--- config.mk ---
export PLATFORM = sky130hd
export DESIGN_NAME = muldiv_unit_flat
export DESIGN_NICKNAME = d
export VERILOG_FILES = /design/src/rtl/muldiv_unit_pkg.sv /design/src/rtl/muldiv_unit_if.sv /design/src/rtl/muldiv_unit.sv /design/src/flat_wrapper.sv
export SDC_FILE = /design/constraint.sdc
export NUM_CORES = 1
export LEC_CHECK = 0
export CORE_MARGIN = 2
export CORE_UTILIZATION = 40
export CTS_CLUSTER_SIZE = 8
export DETAILED_ROUTE_END_ITERATION = 16
export GPL_TIMING_DRIVEN = 0
export PLACE_DENSITY = 0.62
export SLEW_MARGIN = 20
export SYNTH_ARGS = -nofsm -noshare
export SYNTH_HDL_FRONTEND = slang
export SYNTH_SLANG_ARGS = --single-unit
export TNS_END_PERCENT = 100
--- constraint.sdc ---
create_clock -name CLK -period 6 [get_ports CLK]
set_clock_uncertainty 0.05 [all_clocks]
set_input_delay 1.2 -clock CLK [delete_from_list [all_inputs] [get_ports CLK]]
set_output_delay 1.2 -clock CLK [all_outputs]
set_load 0.01 [all_outputs]
--- src/rtl/muldiv_unit_pkg.sv ---
// Shared encodings and default sizes for the iterative mul/div unit.
// The register file reuses DEF_WIDTH and DEF_IDX_W.
package muldiv_unit_pkg;

    localparam int DEF_WIDTH = 32;
    localparam int DEF_IDX_W = 4;

    typedef enum logic [1:0] {
        OP_MUL   = 2'd0,
        OP_MULHU = 2'd1,
        OP_DIVU  = 2'd2,
        OP_REMU  = 2'd3
    } op_e;

    typedef enum logic [1:0] {
        IDLE = 2'd0,
        RUN  = 2'd1,
        WB   = 2'd2
    } state_e;

    function automatic logic op_is_div(input op_e op);
        return op[1];
    endfunction

endpackage

--- src/rtl/muldiv_unit_if.sv ---
// Issue-side request and register-file write-back bundle for muldiv_unit.
interface muldiv_unit_if #(
    parameter int WIDTH = muldiv_unit_pkg::DEF_WIDTH,
    parameter int IDX_W = muldiv_unit_pkg::DEF_IDX_W
);

    logic             start;
    logic [1:0]       op;
    logic [WIDTH-1:0] opa;
    logic [WIDTH-1:0] opb;
    logic [IDX_W-1:0] dest;

    logic             busy;
    logic             done;
    logic             RegW;
    logic [IDX_W-1:0] DR;
    logic [WIDTH-1:0] Reg_in;

    modport master (
        output start, op, opa, opb, dest,
        input  busy, done, RegW, DR, Reg_in
    );

    modport slave (
        input  start, op, opa, opb, dest,
        output busy, done, RegW, DR, Reg_in
    );

endinterface

--- src/rtl/muldiv_unit.sv ---
// Iterative unsigned multiply/divide: one bit per cycle, WIDTH iterations,
// then a single-cycle register-file write-back.
module muldiv_unit
    import muldiv_unit_pkg::*;
#(
    parameter int WIDTH = DEF_WIDTH,
    parameter int IDX_W = DEF_IDX_W
) (
    input logic          CLK,
    input logic          RESET,
    muldiv_unit_if.slave bus
);

    localparam int CNT_W = $clog2(WIDTH + 1);
    localparam logic [CNT_W-1:0] LAST = CNT_W'(WIDTH - 1);

    state_e             state;
    state_e             state_nxt;
    logic [CNT_W-1:0]   cnt;
    op_e                op_q;
    logic [IDX_W-1:0]   dest_q;
    logic [WIDTH-1:0]   b_q;
    logic [2*WIDTH-1:0] acc;
    logic [2*WIDTH-1:0] acc_nxt;
    logic [IDX_W-1:0]   dr_q;
    logic [WIDTH-1:0]   res_q;
    logic [WIDTH-1:0]   result;

    logic               accept;
    logic               last;
    logic [WIDTH-1:0]   hi;
    logic [WIDTH-1:0]   lo;
    logic [WIDTH:0]     mul_sum;
    logic [WIDTH:0]     rem_sh;
    logic [WIDTH+1:0]   rem_diff;
    logic               q_bit;
    logic               unused_diff;

    assign accept = (state == IDLE) && bus.start;
    assign last   = (state == RUN) && (cnt == LAST);
    assign hi     = acc[2*WIDTH-1:WIDTH];
    assign lo     = acc[WIDTH-1:0];

    always_ff @(posedge CLK or posedge RESET) begin
        if (RESET) begin
            state <= IDLE;
        end else begin
            state <= state_nxt;
        end
    end

    always_comb begin
        state_nxt = state;
        unique case (state)
            IDLE: if (bus.start) state_nxt = RUN;
            RUN:  if (cnt == LAST) state_nxt = WB;
            WB:   state_nxt = IDLE;
            default: state_nxt = IDLE;
        endcase
    end

    // Multiply: acc = {partial, multiplier}; add multiplicand, shift right.
    // Divide: acc = {remainder, dividend->quotient}; restoring step.
    always_comb begin
        mul_sum  = {1'b0, hi} + (lo[0] ? {1'b0, b_q} : '0);
        rem_sh   = {hi, lo[WIDTH-1]};
        rem_diff = {1'b0, rem_sh} - {2'b00, b_q};
        q_bit    = ~rem_diff[WIDTH+1];
        acc_nxt  = acc;
        if (op_is_div(op_q)) begin
            acc_nxt[2*WIDTH-1:WIDTH] = q_bit ? rem_diff[WIDTH-1:0]
                                             : rem_sh[WIDTH-1:0];
            acc_nxt[WIDTH-1:0] = {lo[WIDTH-2:0], q_bit};
        end else begin
            acc_nxt = {mul_sum, lo[WIDTH-1:1]};
        end
    end

    // Remainder after a successful subtract is below the divisor.
    assign unused_diff = rem_diff[WIDTH];

    always_comb begin
        result = acc_nxt[WIDTH-1:0];
        unique case (op_q)
            OP_MUL:   result = acc_nxt[WIDTH-1:0];
            OP_MULHU: result = acc_nxt[2*WIDTH-1:WIDTH];
            OP_DIVU:  result = acc_nxt[WIDTH-1:0];
            OP_REMU:  result = acc_nxt[2*WIDTH-1:WIDTH];
            default:  result = acc_nxt[WIDTH-1:0];
        endcase
    end

    always_ff @(posedge CLK or posedge RESET) begin
        if (RESET) begin
            cnt    <= '0;
            op_q   <= OP_MUL;
            dest_q <= '0;
            b_q    <= '0;
            acc    <= '0;
        end else if (accept) begin
            cnt    <= '0;
            op_q   <= op_e'(bus.op);
            dest_q <= bus.dest;
            b_q    <= bus.op[1] ? bus.opb : bus.opa;
            acc    <= {{WIDTH{1'b0}}, bus.op[1] ? bus.opa : bus.opb};
        end else if (state == RUN) begin
            cnt    <= cnt + CNT_W'(1);
            acc    <= acc_nxt;
        end
    end

    always_ff @(posedge CLK or posedge RESET) begin
        if (RESET) begin
            dr_q  <= '0;
            res_q <= '0;
        end else if (last) begin
            dr_q  <= dest_q;
            res_q <= result;
        end
    end

    assign bus.busy   = (state != IDLE);
    assign bus.RegW   = (state == WB);
    assign bus.done   = (state == WB);
    assign bus.DR     = dr_q;
    assign bus.Reg_in = res_q;

endmodule
--- src/flat_wrapper.sv ---
// flat-port wrapper written by rule: the top's interface ports become plain ports
module muldiv_unit_flat import muldiv_unit_pkg::*;
#(
    parameter int WIDTH = DEF_WIDTH,
    parameter int IDX_W = DEF_IDX_W
)
  (CLK, RESET, bus_start, bus_op, bus_opa, bus_opb, bus_dest, bus_busy, bus_done, bus_RegW, bus_DR, bus_Reg_in);
  muldiv_unit_if #(.WIDTH(WIDTH), .IDX_W(IDX_W)) bus_i ();
  input logic CLK;
  input logic RESET;
  input wire logic [$bits(bus_i.start)-1:0] bus_start;
  input wire logic [$bits(bus_i.op)-1:0] bus_op;
  input wire logic [$bits(bus_i.opa)-1:0] bus_opa;
  input wire logic [$bits(bus_i.opb)-1:0] bus_opb;
  input wire logic [$bits(bus_i.dest)-1:0] bus_dest;
  output wire logic [$bits(bus_i.busy)-1:0] bus_busy;
  output wire logic [$bits(bus_i.done)-1:0] bus_done;
  output wire logic [$bits(bus_i.RegW)-1:0] bus_RegW;
  output wire logic [$bits(bus_i.DR)-1:0] bus_DR;
  output wire logic [$bits(bus_i.Reg_in)-1:0] bus_Reg_in;
  assign bus_i.start = bus_start;
  assign bus_i.op = bus_op;
  assign bus_i.opa = bus_opa;
  assign bus_i.opb = bus_opb;
  assign bus_i.dest = bus_dest;
  assign bus_busy = bus_i.busy;
  assign bus_done = bus_i.done;
  assign bus_RegW = bus_i.RegW;
  assign bus_DR = bus_i.DR;
  assign bus_Reg_in = bus_i.Reg_in;
  muldiv_unit #(.WIDTH(WIDTH), .IDX_W(IDX_W)) u_core (.CLK(CLK), .RESET(RESET), .bus(bus_i));
endmodule
-- Yosys cells after proc, flatten, opt, wreduce, memory -nomap -nowiden
Cells that the tools add are included.
- input bits: 73
- output and inout bits: 39
- register bits: 146
- logic and storage cells: 42
- reductions and logical operators: 9
- mux-type cells: 13
- add/sub/neg operators: 3
- equal/unequal tests: 8
- bitwise operators: 1
- operator list (kind ; number):
    $mux W64 ; 3
    $mux W32 ; 4
    $pmux W32 S2 ; 1
    $sub A33 B32 Y34 ; 1
    $add A32 B33 Y33 ; 1
    $mux W6 ; 2
    $add A6 B1 Y6 const B ; 1
    $eq A2 B2 Y1 const B ; 3
    $eq A6 B5 Y1 const B ; 1
    $eq A2 B1 Y1 const B ; 2
    $logic_not A2 Y1 ; 2
    $mux W2 ; 2
    $pmux W2 S2 ; 1
    $reduce_bool A2 Y1 ; 2
    $reduce_or A2 Y1 ; 2
    $logic_and A1 B1 Y1 ; 2
    $ne A2 B1 Y1 const B ; 1
    $ne A2 B2 Y1 const B ; 1
    $reduce_and A2 Y1 ; 1
    $not A1 Y1 ; 1

-- Longest topological paths before layout
- word-level depth: 5
- depth in mapped cells: 13
- depth with buffers taken out: 12

-- Worst setup path before layout
OpenSTA, ideal clock, no wires.
- path kind: register to register
- start point: register u_core.acc[0]
- end point: register u_core.res_q[31] (netlist: u_core.bus.Reg_in[31])
- data required time: 5.818 ns
- period minus slack after synthesis: 3.148 ns
- stages on the path, launching flop included: 14
- setup time: 0.132 ns
- slack: 2.852 ns
- arrival: 2.966 ns
- path buffers: 1
- cell sequence: dfrtp_1 -> clkbuf_1 -> and2_1 -> ha_1 -> fa_1 -> a21o_2 -> a221oi_2 -> nand3_1 -> nand3_1 -> a21oi_2 -> a41o_1 -> a2111o_1 -> o311ai_1 -> o21ai_1
- word-level cells in the longest chain between the ends: 4
- RTL lines (item ; line ; source):
    start: declaration ; muldiv_unit.sv:23 ; logic [2*WIDTH-1:0] acc;
    start signal: assignment ; muldiv_unit.sv:105 ; acc <= {{WIDTH{1'b0}}, bus.op[1] ? bus.opa : bus.opb};
    start signal: assignment ; muldiv_unit.sv:108 ; acc <= acc_nxt;
    $mux W32 ; muldiv_unit.sv:65 ; mul_sum = {1'b0, hi} + (lo[0] ? {1'b0, b_q} : '0);
    $add A32 B33 Y33 ; muldiv_unit.sv:65 ;
    $mux W64 ; muldiv_unit.sv:70 ; if (op_is_div(op_q)) begin
    $pmux W32 S2 ; muldiv_unit.sv:84 ; unique case (op_q)
    end signal: assignment ; muldiv_unit.sv:118 ; res_q <= result;
    end: declaration ; muldiv_unit.sv:26 ; logic [WIDTH-1:0] res_q;
Every way passes these cells.
A chain may end at the register's enable or synchronous reset.

-- Final worst setup path
- start point: register u_core.acc[0]
- end point: register u_core.acc[62]
- word-level cells in the longest chain between the ends: 5
- RTL lines (item ; line ; source):
    $mux W32 ; muldiv_unit.sv:65 ;
    $add A32 B33 Y33 ; muldiv_unit.sv:65 ;
    $mux W64 ; muldiv_unit.sv:70 ;
    $mux W64 ; muldiv_unit.sv:106 ; end else if (state == RUN) begin
    $mux W64 ; muldiv_unit.sv:100 ; end else if (accept) begin
Every way passes these cells. The select of a mux whose other input is x is not followed.

==> summary.md <==
| Metric | Value |
|---|---|
| Critical path arrival | `4.53 ns` |
| Core Footprint | `27000 um^2` |
| Antenna Violating Nets Remaining | `0` |
| Main combinational cell family by area after synthesis | `compound AO/OA/AOI/OAI gates` |
| Worst flop-to-flop path startpoint | `u_core.acc[0]$_DFFE_PP0P_` |
| CTS sink count | `146` |
| Die width | `170 um` |
| Reg2reg setup slack | `1.71 ns` |
| Share of layout cells above drive strength 1 | `5.52%` |
| PwrDens | `602 nW/um^2` |
| Comb power frac | `65.0%` |
| Count of pins over their slew limit | `0` |
| CP Launch Type | `flip-flop` |
| DR vias/cell | `6.03` |
| Number of global-route vias before repair | `10201` |
| Post-layout minimum cycle time | `4.29 ns` |
| Overall power | `7940 uW` |
| Rel. slew slack | `23.3%` |
| Largest net degree at the start of global routing | `95` |
| Clk pwr share | `13.2%` |
| Synth-to-layout area growth | `19.3%` |
| Max clock buf depth | `2` |
| Cell count after synthesis | `1289` |
| Root Driver | `clkbuf_16` |
| Total track usage | `28.4%` |
| TritonCTS clock tree | `done` |
| Placement-stage worst setup slack | `1.80 ns` |
| CTS Hold Bufs | `0` |
| Die Ht | `170 um` |
| Leak pwr | `0.00575 uW` |
| Number of synthesized flops with an enable pin | `0` |
| Fmax | `233 MHz` |
| Core Rows | `60` |
| Mean Syn Cell Area | `8.58 um^2` |
| IO Count | `112` |
| Int Pwr | `3800 uW` |
| Setup total negative slack | `0 ns` |
| Synth top area share | `33.0%` |
| Post-synth design cell area | `11100 um^2` |
| Final nets | `1559` |
| Register area share after synthesis | `33.0%` |
| CTS H-tree lvls | `4` |
| Unique masters post-synth | `79` |
| Sw Ratio | `52.1%` |
| Seq pwr share | `21.8%` |
| Initial antenna violation count | `0` |
| Setup CP Type | `reg -> reg` |
| Post-synthesis xor/xnor area fraction | `3.96%` |
| Worst-path clk slew | `0.06 ns` |
| Latest clock arrival within the worst-skew pair | `0.44 ns` |
| Prevailing post-synth register cell | `dfrtp_1` |
| DRT iter0 DRCs | `1032` |
| Worst slew pin tran | `1.15 ns` |
| Origin of the worst setup path | `u_core.acc[0]$_DFFE_PP0P_` |
| Die ar. | `29000 um^2` |
| Post-CTS Resized | `0` |
| # setup viols final | `0` |
| Synth top area cells | `dfrtp_1 (33%), mux2i_1 (9.2%), ha_1 (7.4%)` |
| Ys async rst share | `100%` |
| Max VDD drop | `0.000304 V` |
| Post-synth top cells | `dfrtp_1 (146), nand2_1 (146), o21ai_0 (120)` |
| Nature of the critical path endpoint | `flip-flop` |
| Starting Density | `40.9%` |
| Port bufs | `110` |
| Ys Warns | `0` |
| Via count | `10702` |
| Hold_ws | `0.417 ns` |
| GP Congestion | `0.899` |
| Mux cell area share after synthesis | `9.44%` |
| Post-Synthesis Net Count | `1429` |
| Hold Path Class | `reg -> reg` |
| DP HPWL | `31.8 mm` |
| Largest fanout on the critical path | `11` |
| Flops & latches, synth | `146` |
| Final Util | `48.8%` |
| CP Data Required Time | `6.23 ns` |
| Final worst-path cycle share | `71.6%` |
| Leading area contributor after synthesis | `dfrtp_1` |
| First-pass detailed-route iteration total | `6` |
| Status | `finished clean` |
| Post-synthesis compound-gate area fraction | `24.0%` |
| Num CTS Buffers | `17` |
| Net Sw Power | `4140 uW` |
| RSZ-0062 raised after global routing | `no` |
| Hold Fails Final Rpt | `0` |
| First-pass GRT wire length | `62.0 mm` |
| Post-route DRC | `0` |
| Worst min-delay path startpoint | `u_core.dest_q[0]$_DFFE_PP0P_` |
| Remaining global-route overflow | `0` |
| Post-Synth Adder-Cell Area | `7.72%` |
| WL final | `40.8 mm` |
| Synth Area in Simple Gates | `17.0%` |
| Final worst-path setup slack | `1.71 ns` |
| Total setup buffers inserted after CTS | `0` |
| Total of max-cap violations | `0` |
| Drt wl/cell | `23.0 um` |
-- power by group through the flow --
stage | Sequential (uW) | Combinational [uW] | Clock (uW)
detailed placement | 1720 | 5000 | 0
CTS | 1710 | 5040 | 1040
finish | 1730 | 5160 | 1050
floorplan | 1560 | 3600 | 0
global placement | 1720 | 4960 | 0
global route | 1760 | 5620 | 1090
-- cell type report --
type	instances	area, um^2
fillers	2655	13800
clock inverters	14	135
diodes	1	2.50
inverters	51	199
repair buffers	111	1130
well taps	341	427
multi-input cells	1018	6860
clock buffers	18	429
flip-flops and latches	146	3650
plain buffers	74	348
-- per-layer routing --
layer / wire, um / track usage [%]
met4: 1170 / 9.03
met1: 18500 / 39.7
met2: 18300 / 44.5
met5: 0 / 0
met3: 2870 / 5.40
-- placed cells by master (no fill, tap or decap), types with 7 or more instances in the layout --
cell             instances
nor3_1                  43
and2_1                  39
mux2i_1                102
a221oi_1                25
xnor2_1                 32
a211oi_1                 7
ha_1                    65
clkbuf_1                52
o21bai_1                 7
or3_1                    7
o21ai_1                 10
nor2_1                  67
o21a_1                  11
and3_1                  13
o21ai_0                120
o221ai_1                 8
nand2b_1                 7
clkdlybuf4s50_1        110
nand2_1                146
dfrtp_1                146
inv_1                   49
a21oi_1                 85
nand3_1                 52
a31oi_1                 11
xor2_1                  18
o211ai_1                15
clkbuf_16               17
a21o_1                  23
buf_1                    9
o31ai_1                 10
-- final timing paths --
kind	cells after the start	end
min reg2reg	2	u_core.bus.DR[0]$_DFFE_PP0P_
max in group asynchronous	3	u_core.acc[48]$_DFFE_PP0P_
max	12	u_core.acc[62]$_DFFE_PP0P_
min in group asynchronous	2	u_core.bus.Reg_in[7]$_DFFE_PP0P_
min	2	u_core.bus.DR[0]$_DFFE_PP0P_
max reg2reg	12	u_core.acc[62]$_DFFE_PP0P_
-- through the flow --
stage               area [um^2]  instances
floorplan                 11100       1289
global placement          12600       1740
detailed placement        12600       1741
CTS                       13200       1773
global route              13200       1773
finish                    13200       1774
-- state kept, by name, summed over array words and instances (netlist names) --
name               count
u_core.b_q            32
u_core.op_q            2
u_core.bus.Reg_in     32
u_core.acc            64
u_core.dest_q          4
u_core.bus.DR          4
u_core.cnt             6
u_core.state           2
-- critical path, cell delays in order (launching register included) --
cell and delay (ns):
dfrtp_1 0.51, clkbuf_1 0.56, and2_1 0.22, ha_1 0.21, and3_1 0.19, a211o_4 0.18
nand3_1 0.10, a31oi_1 0.41, o211ai_1 0.21, o21ai_0 0.40, mux2_2 0.39, a311oi_1 0.52
o21ai_0 0.17
-- cell families after synthesis --
group           Yosys count
compound gates          396
flops                   146
buf+inv                 125
simple gates            401
xor+xnor                 50
fa+ha+maj                67
mux                     104
(Power assumes the default switching activity.)
